File: config.mk
export PLATFORM = sky130hd
export DESIGN_NAME = warp_pixel_reader
export DESIGN_NICKNAME = d
export VERILOG_FILES = /design/src/rtl/warp_pixel_reader.sv
export SDC_FILE = /design/constraint.sdc
export NUM_CORES = 1
export LEC_CHECK = 0
export ABC_CLOCK_PERIOD_IN_PS = 9700
export BUFFER_PORTS_ARGS = -buffer_cell sky130_fd_sc_hd__buf_2
export CORE_MARGIN = 2
export CORE_UTILIZATION = 55
export CTS_CLUSTER_DIAMETER = 30
export DETAILED_ROUTE_END_ITERATION = 16
export PLACE_DENSITY = 0.74
export SYNTH_ARGS = -nofsm -noshare
export SYNTH_HDL_FRONTEND = slang
export SYNTH_SLANG_ARGS = --single-unit
File: constraint.sdc
create_clock -name i_clk -period 9.7 [get_ports i_clk]
set_input_delay 1.94 -clock i_clk [delete_from_list [all_inputs] [get_ports i_clk]]
set_output_delay 1.94 -clock i_clk [all_outputs]
set_load 0.005 [all_outputs]
File: src/rtl/warp_pixel_reader.sv
// Consumer end of the perspective-transform stream: resolves each point to a texture or
// background pixel and prefetches pixels for the VGA sink. Optional macro WARP_BORDER_EN.
module warp_pixel_reader #(
  parameter int unsigned H_ACT     = 800,
  parameter int unsigned V_ACT     = 600,
  parameter int unsigned XFORM_LAT = 2,
  parameter int unsigned TEX_LAT   = 2,
  parameter int unsigned DEPTH     = 8,
  parameter logic [23:0] BG_RGB    = 24'h000000
) (
  input  logic        i_clk,
  input  logic        i_rst_n,
  input  logic        i_frame_start,
  output logic        o_xform_start,
  output logic        o_xform_req,
  input  logic        i_xform_can_fetch,
  input  logic        i_xform_inside,
  input  logic [13:0] i_xform_point,
  output logic        o_tex_rd,
  output logic [13:0] o_tex_addr,
  input  logic [23:0] i_tex_data,
  input  logic        i_vga_req,
  output logic [23:0] o_vga_rgb,
  output logic        o_busy,
  output logic        o_underflow
);
  localparam int unsigned CNT_W  = 19;
  localparam int unsigned NPIX   = H_ACT * V_ACT;
  localparam int unsigned PTR_W  = (DEPTH > 1) ? $clog2(DEPTH) : 1;
  localparam int unsigned FCNT_W = PTR_W + 1;
  localparam int unsigned TSTG   = TEX_LAT + 1;
  localparam int unsigned OCC_W  = $clog2(DEPTH + XFORM_LAT + TSTG + 1) + 1;
  localparam logic [23:0] WHITE  = 24'hFFFFFF;

  typedef enum logic [1:0] {IDLE, START, PRIME, STREAM} state_t;
  typedef enum logic [1:0] {SEL_BG, SEL_TEX, SEL_WHITE} sel_t;

  state_t             state, state_n;
  logic [XFORM_LAT:1] xv;
  logic [TSTG:1]      tv;
  sel_t               tsel [1:TSTG];
  logic [23:0]        mem [DEPTH];
  logic [PTR_W-1:0]   wr_ptr, rd_ptr;
  logic [FCNT_W-1:0]  fifo_count;
  logic [CNT_W-1:0]   issued, out_cnt;
  logic               req_c, wr_c, pop_c, vga_act_c, flush_c, clr_c, border_c;
  logic [OCC_W-1:0]   inflight_c;
  logic [6:0]         px_c, py_c;
  logic [23:0]        wdata_c;

  // Next state, credit check and FIFO write/pop decisions
  always_comb begin
    state_n    = state;
    req_c      = 1'b0;
    flush_c    = 1'b0;
    vga_act_c  = 1'b0;
    inflight_c = OCC_W'(o_xform_req);
    for (int i = 1; i <= int'(XFORM_LAT); i++) inflight_c = inflight_c + OCC_W'(xv[i]);
    for (int i = 1; i <= int'(TSTG); i++) inflight_c = inflight_c + OCC_W'(tv[i]);
    case (state)
      IDLE:  if (i_frame_start) state_n = START;
      START: begin
        flush_c = 1'b1;
        state_n = PRIME;
      end
      PRIME: begin
        if (i_frame_start) state_n = START;
        else if (i_xform_can_fetch) state_n = STREAM;
      end
      STREAM: begin
        if (i_frame_start) begin
          state_n = START;
        end else begin
          vga_act_c = i_vga_req;
          if (i_vga_req && out_cnt == CNT_W'(NPIX - 1)) state_n = IDLE;
          req_c = (state_n == STREAM) && (issued < CNT_W'(NPIX)) &&
                  ((OCC_W'(fifo_count) + inflight_c) < OCC_W'(DEPTH));
        end
      end
      default: state_n = IDLE;
    endcase
    // Any departure from STREAM (abort or frame end) discards tokens in flight
    clr_c = (state != STREAM) || i_frame_start;
    pop_c = vga_act_c && (fifo_count != '0);
    wr_c  = tv[TSTG] && !clr_c;
    px_c  = i_xform_point[13:7];
    py_c  = i_xform_point[6:0];
`ifdef WARP_BORDER_EN
    border_c = (px_c == 7'd0) || (px_c == 7'd127) || (py_c == 7'd0) || (py_c == 7'd127);
`else
    border_c = 1'b0;
`endif
    case (tsel[TSTG])
      SEL_TEX:   wdata_c = i_tex_data;
      SEL_WHITE: wdata_c = WHITE;
      default:   wdata_c = BG_RGB;
    endcase
  end

  always_ff @(posedge i_clk or negedge i_rst_n) begin
    if (!i_rst_n) begin
      state         <= IDLE;
      o_xform_start <= 1'b0;
      o_xform_req   <= 1'b0;
      o_tex_rd      <= 1'b0;
      o_tex_addr    <= '0;
      o_vga_rgb     <= '0;
      o_busy        <= 1'b0;
      o_underflow   <= 1'b0;
      xv            <= '0;
      tv            <= '0;
      for (int k = 1; k <= int'(TSTG); k++) tsel[k] <= SEL_BG;
      wr_ptr        <= '0;
      rd_ptr        <= '0;
      fifo_count    <= '0;
      issued        <= '0;
      out_cnt       <= '0;
    end else begin
      state         <= state_n;
      o_xform_start <= (state_n == START);
      o_busy        <= (state_n != IDLE);
      o_xform_req   <= req_c;
      o_tex_rd      <= 1'b0;
      if (clr_c) begin
        xv <= '0;
        tv <= '0;
      end else begin
        xv[1] <= o_xform_req;
        for (int k = 2; k <= int'(XFORM_LAT); k++) xv[k] <= xv[k-1];
        tv[1] <= xv[XFORM_LAT];
        for (int k = 2; k <= int'(TSTG); k++) tv[k] <= tv[k-1];
      end
      tsel[1] <= !i_xform_inside ? SEL_BG : (border_c ? SEL_WHITE : SEL_TEX);
      for (int k = 2; k <= int'(TSTG); k++) tsel[k] <= tsel[k-1];
      if (xv[XFORM_LAT] && !clr_c && i_xform_inside && !border_c) begin
        o_tex_rd   <= 1'b1;
        o_tex_addr <= {py_c, px_c};
      end
      if (flush_c) begin
        wr_ptr     <= '0;
        rd_ptr     <= '0;
        fifo_count <= '0;
        issued     <= '0;
        out_cnt    <= '0;
      end else begin
        if (wr_c) wr_ptr <= wr_ptr + PTR_W'(1);
        if (pop_c) rd_ptr <= rd_ptr + PTR_W'(1);
        fifo_count <= fifo_count + FCNT_W'(wr_c) - FCNT_W'(pop_c);
        if (req_c) issued <= issued + CNT_W'(1);
        if (vga_act_c) out_cnt <= out_cnt + CNT_W'(1);
      end
      // Empty-FIFO requests still advance the raster with the background colour
      if (vga_act_c) begin
        if (pop_c) begin
          o_vga_rgb <= mem[rd_ptr];
        end else begin
          o_vga_rgb   <= BG_RGB;
          o_underflow <= 1'b1;
        end
      end
    end
  end

  always_ff @(posedge i_clk) begin
    if (wr_c) mem[wr_ptr] <= wdata_c;
  end

endmodule
==> impl_metrics.env, run 1 <==
export IMPL_status="finished clean"
export IMPL_holdWs_ns=0.349
export IMPL_grt_overflow=0
export IMPL_crit_arrival_ns=4.26
export IMPL_critical_path_depth=7
export IMPL_synthDistinctLibCells=44
export IMPL_start_kind="primary input"
export IMPL_dr_first_iter_drc_count=405
export IMPL_synth_most_common_cell="edfxtp_1"
export IMPL_antenna_found_initial=0
export IMPL_die_height_um=151
export IMPL_rows=53
export IMPL_ctsResizeCount=0
export IMPL_yosysSeqAreaShare=0.701
export IMPL_hold_viol=0
export IMPL_ctsLongestPathBuffers=3
export IMPL_slew_viol_final=0
export IMPL_area_delta_synth_final_pct=21.2
export IMPL_p_leak_nw=5.65
export IMPL_skew_ns=0.0219
export IMPL_clk_latency_ns=0.55
export IMPL_initial_core_util=0.561
export IMPL_rsz0062_at_grt="false"
export IMPL_gp_routability_congestion=0.821
export IMPL_synthCells=742
export IMPL_synth_net_count=802
export IMPL_critPathTopFamily="simple AND/OR/NAND/NOR gates"
export IMPL_vdd_drop_max_mv=0.237
export IMPL_io_pins=87
export IMPL_worstMarginPinSlew_ns=1.28
export IMPL_path_cells="buf_2 > nor3_2 > buf_4 > nand2_1 > or2_2 > nor3_2 > buf_4"
export IMPL_power_density_nw_per_um2=259
export IMPL_dieArea_um2=22700
export IMPL_n_antenna_cell=0
export IMPL_fin_util=0.680
export IMPL_synthesis_area_um2=11800
export IMPL_path_clk_slew_ns=0.05
export IMPL_netlist_area_leader_share=0.487
export IMPL_p_total_mw=3.71
export IMPL_design_area_um2=14300
export IMPL_fin_tns_setup_ns=0
export IMPL_cts_sinks=293
export IMPL_dpl_cell_area_um2=12600
export IMPL_synth_flop_cell="edfxtp_1"
export IMPL_cp_slowest_stage_delay_ns=0.99
export IMPL_wl_per_cell_um=20.5
export IMPL_critPathSlowestCell="nor3_2"
export IMPL_first_pass_iters=4
export IMPL_cts_made_buffers=50
export IMPL_hp_class="reg2reg"
export IMPL_wirelength_um=24200
export IMPL_num_vias=6765
export IMPL_rrSetupSlack_ns=6.10
export IMPL_timing_rr_start="o_xform_req$_DFF_PN0_"
export IMPL_drtAntennaViolNets=0
export IMPL_hpwl_um=14100
export IMPL_cp_buffers_inverters=3
export IMPL_startpoint="i_frame_start"
export IMPL_ys_warn_count=0
export IMPL_drive_gt1_frac=0.300
export IMPL_grt_max_degree=65
export IMPL_vias_per_cell=5.74
export IMPL_grt_first_pass_wirelength_um=37700
export IMPL_cts_tree="done"
export IMPL_die_w_um=151
export IMPL_r2r_cells=11
export IMPL_timing_fmax_ghz=0.247
export IMPL_crit_type="in2reg"
export IMPL_critPathRequiredTime_ns=9.92
export IMPL_port_buffers=86
export IMPL_finalCritPeriodShare=0.417
export IMPL_track_usage=0.219
export IMPL_period_minus_slack_ns=4.04
export IMPL_r2r_end="issued[5]$_DFFE_PN0P_"
export IMPL_async_flop_share=0.345
export IMPL_maxCapViolCount=0
export IMPL_yosysTopAreaCell="edfxtp_1"
export IMPL_post_route_drc_count=0
export IMPL_syn_avg_cell_area_um2=15.9
export IMPL_clockRootBuffer="clkbuf_16"
export IMPL_holdBufCountCts=0
export IMPL_maxSlewHeadroom=0.140
export IMPL_cp_end_kind="flop"
export IMPL_grt_pass1_vias=7161
export IMPL_crit_fanout=13
export IMPL_cts_setup_buffers=0
export IMPL_htreeDepth=2
export IMPL_core_area_um2=21100
export IMPL_cp_endpoint="mem[0][6]$_DFFE_PP_"
export IMPL_synth_edf_count=192
export IMPL_synth_seq_cells=293
export IMPL_setup_viol=0
export IMPL_ys_top_cells_by_area="edfxtp_1 49%, dfrtp_1 21%, mux4_2 9.1%"
export IMPL_synth_common_cells="192 x edfxtp_1, 101 x dfrtp_1, 59 x nand2_1"
export IMPL_final_nets=922
area by class of cell:
| type | instances | area, um2 |
|---|---|---|
| multi-input cells | 397 | 3360 |
| inverters | 20 | 75.1 |
| repair buffers | 100 | 538 |
| fillers | 1380 | 6750 |
| well taps | 275 | 344 |
| clock buffers | 58 | 1320 |
| flip-flops and latches | 293 | 8300 |
| clock inverters | 35 | 395 |
through the flow:
step                      setup WS [ns]  cells
after global routing               5.49   1178
after floorplan                    4.93    742
final                              5.66   1178
after global placement             5.19   1085
after detailed placement           5.09   1085
after CTS                          5.64   1178
metal layers:
metal | wire length (um) | global-route usage | up-vias | part of all wire
met5 | 0 | 0 | - | 0
met4 | 503 | 0.0738 | 0 | 0.021
met3 | 1480 | 0.0455 | 46 | 0.061
met2 | 12500 | 0.373 | 237 | 0.52
met1 | 9730 | 0.283 | 3436 | 0.40
li1 | - | - | 3046 | -
worst min-delay path by stage:
stage / from / to / slack, ns / cells after the start
final: tsel[4]$_DFF_PN0_ / tsel[2]$_DFF_PN0_ / 0.35 / 0
after detailed placement: tsel[2]$_DFF_PN0_ / tsel[0]$_DFF_PN0_ / 0.34 / 0
after CTS: tsel[2]$_DFF_PN0_ / tsel[0]$_DFF_PN0_ / 0.35 / 0
after global placement: tsel[2]$_DFF_PN0_ / tsel[0]$_DFF_PN0_ / 0.34 / 0
after global routing: tsel[2]$_DFF_PN0_ / tsel[0]$_DFF_PN0_ / 0.35 / 0
after floorplan: tsel[2]$_DFF_PN0_ / tsel[0]$_DFF_PN0_ / 0.33 / 0
registers in the layout, indices dropped and copies added, names as in the netlist:
register       flops
out_cnt           19
xv                 2
o_vga_rgb         24
o_busy             1
tsel               3
o_xform_start      1
tv                 3
mem              192
wr_ptr             3
fifo_count         4
o_xform_req        1
rd_ptr             3
o_tex_rd           1
issued            19
o_tex_addr        14
state              2
o_underflow        1
power by group:
| part | internal, mW | total, mW | switching [mW] |
|---|---|---|---|
| clock network | 1.11 | 1.75 | 0.637 |
| logic | 0.227 | 0.498 | 0.271 |
| registers | 1.41 | 1.47 | 0.0604 |
| total | 2.74 | 3.71 | 0.968 |
cell usage in the layout, fill, tap and decap left out, types with 3 or more instances in the layout:
master      synthesis  final
fa_1                3      3
buf_4               1     15
nand2_1            59     59
and2_1             34     34
clkbuf_16           0     51
nor3_2              3      5
nand4b_1            4      4
nor2_2              0      5
ha_1               13     13
xnor2_1             7      7
mux2_2             14     14
clkinv_2            0      5
clkinvlp_4          0      5
clkinv_4            0      4
bufinv_16           0      4
o31ai_1             3      3
inv_1              18     18
or3_1              14     14
dfrtp_1           101     99
inv_8               0      4
nor2_1             32     25
and3_1              6      6
o211ai_1            3      3
clkbuf_1           17      5
mux2i_1            25     25
buf_2               8     85
edfxtp_1          192    192
nor3_1              5      3
o21ai_0            41     41
mux4_2             48     48
nand4_1             7      7
a21oi_1            24     24
or2_2               3      3
nand3_1            18     18
xor2_1             13     13
inv_6               0     11
kinds of logic after synthesis:
logic type / count (synthesis) / share of synthesized area
multiplexers: 87 / 0.126
buffers and inverters: 52 / 0.0177
adder cells (fa/ha/maj): 16 / 0.0188
AND/OR/NAND/NOR: 195 / 0.0855
flip-flops: 293 / 0.701
XOR/XNOR: 20 / 0.0148
AO/OA/AOI/OAI: 79 / 0.0363
worst reg2reg max path, cell delays in order (launching register included):
cell and delay [ns]:
dfrtp_1 0.42, fa_1 0.55, inv_1 0.06, fa_1 0.48
inv_1 0.05, ha_1 0.28, a21oi_1 0.14, o21ai_0 0.17
nor4b_4 0.30, nand3_2 0.40, or3_1 0.50, a21oi_1 0.18
Note: power is estimated with default switching activity, not from simulation.
==> run 2: changes to the inputs <==
==> config.mk (replaced) <==
export PLATFORM = sky130hd
export DESIGN_NAME = warp_pixel_reader
export DESIGN_NICKNAME = d
export VERILOG_FILES = /design/src/rtl/warp_pixel_reader.sv
export SDC_FILE = /design/constraint.sdc
export NUM_CORES = 1
export LEC_CHECK = 0
export ABC_CLOCK_PERIOD_IN_PS = 3450
export BUFFER_PORTS_ARGS = -buffer_cell sky130_fd_sc_hd__buf_2
export CORE_MARGIN = 2
export CORE_UTILIZATION = 54
export CTS_CLUSTER_DIAMETER = 30
export DETAILED_ROUTE_END_ITERATION = 16
export PLACE_DENSITY = 0.76
export SYNTH_ARGS = -nofsm -noshare
export SYNTH_HDL_FRONTEND = slang
export SYNTH_SLANG_ARGS = --single-unit
==> constraint.sdc (replaced) <==
create_clock -name i_clk -period 3.45 [get_ports i_clk]
set_input_delay 0.69 -clock i_clk [delete_from_list [all_inputs] [get_ports i_clk]]
set_output_delay 0.69 -clock i_clk [all_outputs]
set_load 0.005 [all_outputs]
==> run 2 against run 1 <==
Clock skew up 0.0039 ns. First-iteration DRC count increased by 3.7%. Sequential cell count did not move. Worst setup slack got worse by 5.5 ns. Final cell count up 1.4%. Power rose to 2.8 times the previous value. Via count is 1.4% lower. Largest cell class unchanged. Largest power group unchanged. Highest routed layer unchanged.
==> impl_metrics.env, run 2 (same netlist as run 1, synthesis figures left out) <==
export IMPL_status="finished clean"
export IMPL_hold_viol=0
export IMPL_cp_buffers_inverters=3
export IMPL_skew_ns=0.0258
export IMPL_drtAntennaViolNets=0
export IMPL_combPwrFrac=0.126
export IMPL_maxSlewHeadroom=0.292
export IMPL_hpwl_um=13000
export IMPL_critPathSlowestCell="fa_1"
export IMPL_finalCritPeriodShare=0.953
export IMPL_maxCapViolCount=0
export IMPL_timing_rr_start="o_xform_req$_DFF_PN0_"
export IMPL_cts_made_buffers=52
export IMPL_slew_viol_final=0
export IMPL_n_antenna_cell=0
export IMPL_cts_sinks=293
export IMPL_fin_ws_ns=0.162
export IMPL_fin_tns_setup_ns=0
export IMPL_p_sw_mw=2.58
export IMPL_gp_routability_congestion=0.744
export IMPL_path_clk_slew_ns=0.05
export IMPL_top_register="mem"
export IMPL_first_pass_iters=5
export IMPL_largest_reg_flops=192
export IMPL_rrSetupSlack_ns=0.16
export IMPL_drive_gt1_frac=0.305
export IMPL_final_common_cell="edfxtp_1"
export IMPL_area_delta_synth_final_pct=21.8
export IMPL_vias_per_cell=5.58
export IMPL_grt_first_pass_wirelength_um=37400
export IMPL_crit_type="reg2reg"
export IMPL_worstMarginPinSlew_ns=1.06
export IMPL_dieArea_um2=23100
export IMPL_final_cell_mix="192 x edfxtp_1, 99 x dfrtp_1, 85 x buf_2, 59 x nand2_1, 53 x clkbuf_16"
export IMPL_setup_viol=0
export IMPL_num_vias=6672
export IMPL_crit_fanout=17
export IMPL_p_leak_nw=5.69
export IMPL_final_nets=933
export IMPL_clock_power_share=0.468
export IMPL_place_inst=1098
export IMPL_r2r_cells=12
export IMPL_initial_core_util=0.545
export IMPL_rsz0062_at_grt="false"
export IMPL_grt_pass1_vias=6950
export IMPL_htreeDepth=2
export IMPL_dp_slack_ns=0.0234
export IMPL_r2r_end="issued[10]$_DFFE_PN0P_"
export IMPL_cp_end_kind="flop"
export IMPL_wirelength_um=23500
export IMPL_port_buffers=86
export IMPL_clockRootBuffer="clkbuf_16"
export IMPL_track_usage=0.206
export IMPL_netSwitchingFraction=0.248
export IMPL_critPathTopFamily="adder cells"
export IMPL_holdBufCountCts=0
export IMPL_post_route_drc_count=0
export IMPL_cp_slowest_stage_delay_ns=0.55
export IMPL_core_area_um2=21700
export IMPL_period_minus_slack_ns=3.29
export IMPL_dr_first_iter_drc_count=420
export IMPL_die_w_um=152
export IMPL_wl_per_cell_um=19.7
export IMPL_vdd_drop_max_mv=0.648
export IMPL_reg_top3="mem: 192 flops, o_vga_rgb: 24 flops"
export IMPL_rows=54
export IMPL_power_density_nw_per_um2=721
export IMPL_grt_overflow=0
export IMPL_ctsLongestPathBuffers=3
export IMPL_start_kind="flop"
export IMPL_critPathRequiredTime_ns=3.90
export IMPL_clk_latency_ns=0.55
export IMPL_cts_tree="done"
export IMPL_timing_fmax_ghz=0.304
export IMPL_seqPwrFrac=0.406
export IMPL_final_cell_count_no_fill=1195
export IMPL_path_cells="fa_1 > inv_1 > fa_1 > inv_1 > ha_1 > a21oi_1 > o21ai_1 > nor4b_4 > nand3_2 > buf_12 > or3_1 > a21oi_1"
export IMPL_die_height_um=152
export IMPL_io_pins=87
export IMPL_antenna_found_initial=0
export IMPL_p_int_mw=7.81
export IMPL_hp_class="in2async"
export IMPL_crit_arrival_ns=3.73
export IMPL_grt_max_degree=52
## run 2: cell types whose count changed in the layout (fill, tap and decap cells not counted), sizes merged
cell      delta
clkinvlp     +2
clkbuf       +6
clkinv       +7
buf          +9
inv         -12
## run 2: stage by stage
stage	power (mW)	cell area [um2]	util	hold WS [ns]
3_3_place_gp	5.55	12700	0.585	0.334
5_1_grt	10.8	14400	0.664	0.248
6_report	10.4	14400	0.664	0.203
3_5_place_dp	5.59	12700	0.585	0.348
4_1_cts	10.5	14400	0.664	0.222
2_1_floorplan	5.12	11800	-	0.331
## run 2: area by class of cell
cell class	count	area (um2)
clock buffers	64	1410
repair buffers	109	618
well taps	280	350
fillers	1469	7280
inverters	20	75.1
clock inverters	32	298
flip-flops and latches	293	8300
multi-input cells	397	3360
## run 2: worst max-delay path by stage
stage | slack, ns | to | depth (start not counted) | from
global route | 0.04 | issued[10]$_DFFE_PN0P_ | 12 | o_xform_req$_DFF_PN0_
CTS | 0.007 | issued[17]$_DFFE_PN0P_ | 11 | o_xform_req$_DFF_PN0_
global placement | 0.16 | issued[17]$_DFFE_PN0P_ | 11 | o_xform_req$_DFF_PN0_
finish | 0.16 | issued[10]$_DFFE_PN0P_ | 12 | o_xform_req$_DFF_PN0_
floorplan | 0.21 | mem[1][0]$_DFFE_PP_ | 4 | i_frame_start
detailed placement | 0.02 | issued[17]$_DFFE_PN0P_ | 11 | o_xform_req$_DFF_PN0_
## run 2: timing repair
action / 4_1_cts / 5_1_grt
setup buffers: 0 / 1
setup endpoints to repair: 0 / 7
hold endpoints to repair: 0 / 0
gates resized for setup: 0 / 1
## run 2: layer usage
| layer | vias up | GRT usage | routed length [um] |
|---|---|---|---|
| li1 | 3069 | - | - |
| met1 | 3363 | 0.278 | 9780 |
| met2 | 201 | 0.346 | 11700 |
| met3 | 39 | 0.0431 | 1600 |
| met4 | 0 | 0.0552 | 386 |
| met5 | - | 0 | 0 |
## run 2: power by group through the flow
stage               combinational (mW)  clock [mW]  sequential [mW]
floorplan                        0.984           0             4.14
global placement                  1.28           0             4.27
detailed placement                1.31           0             4.28
CTS                               1.33        4.93             4.22
global route                      1.44        5.10             4.25
finish                            1.31        4.86             4.21
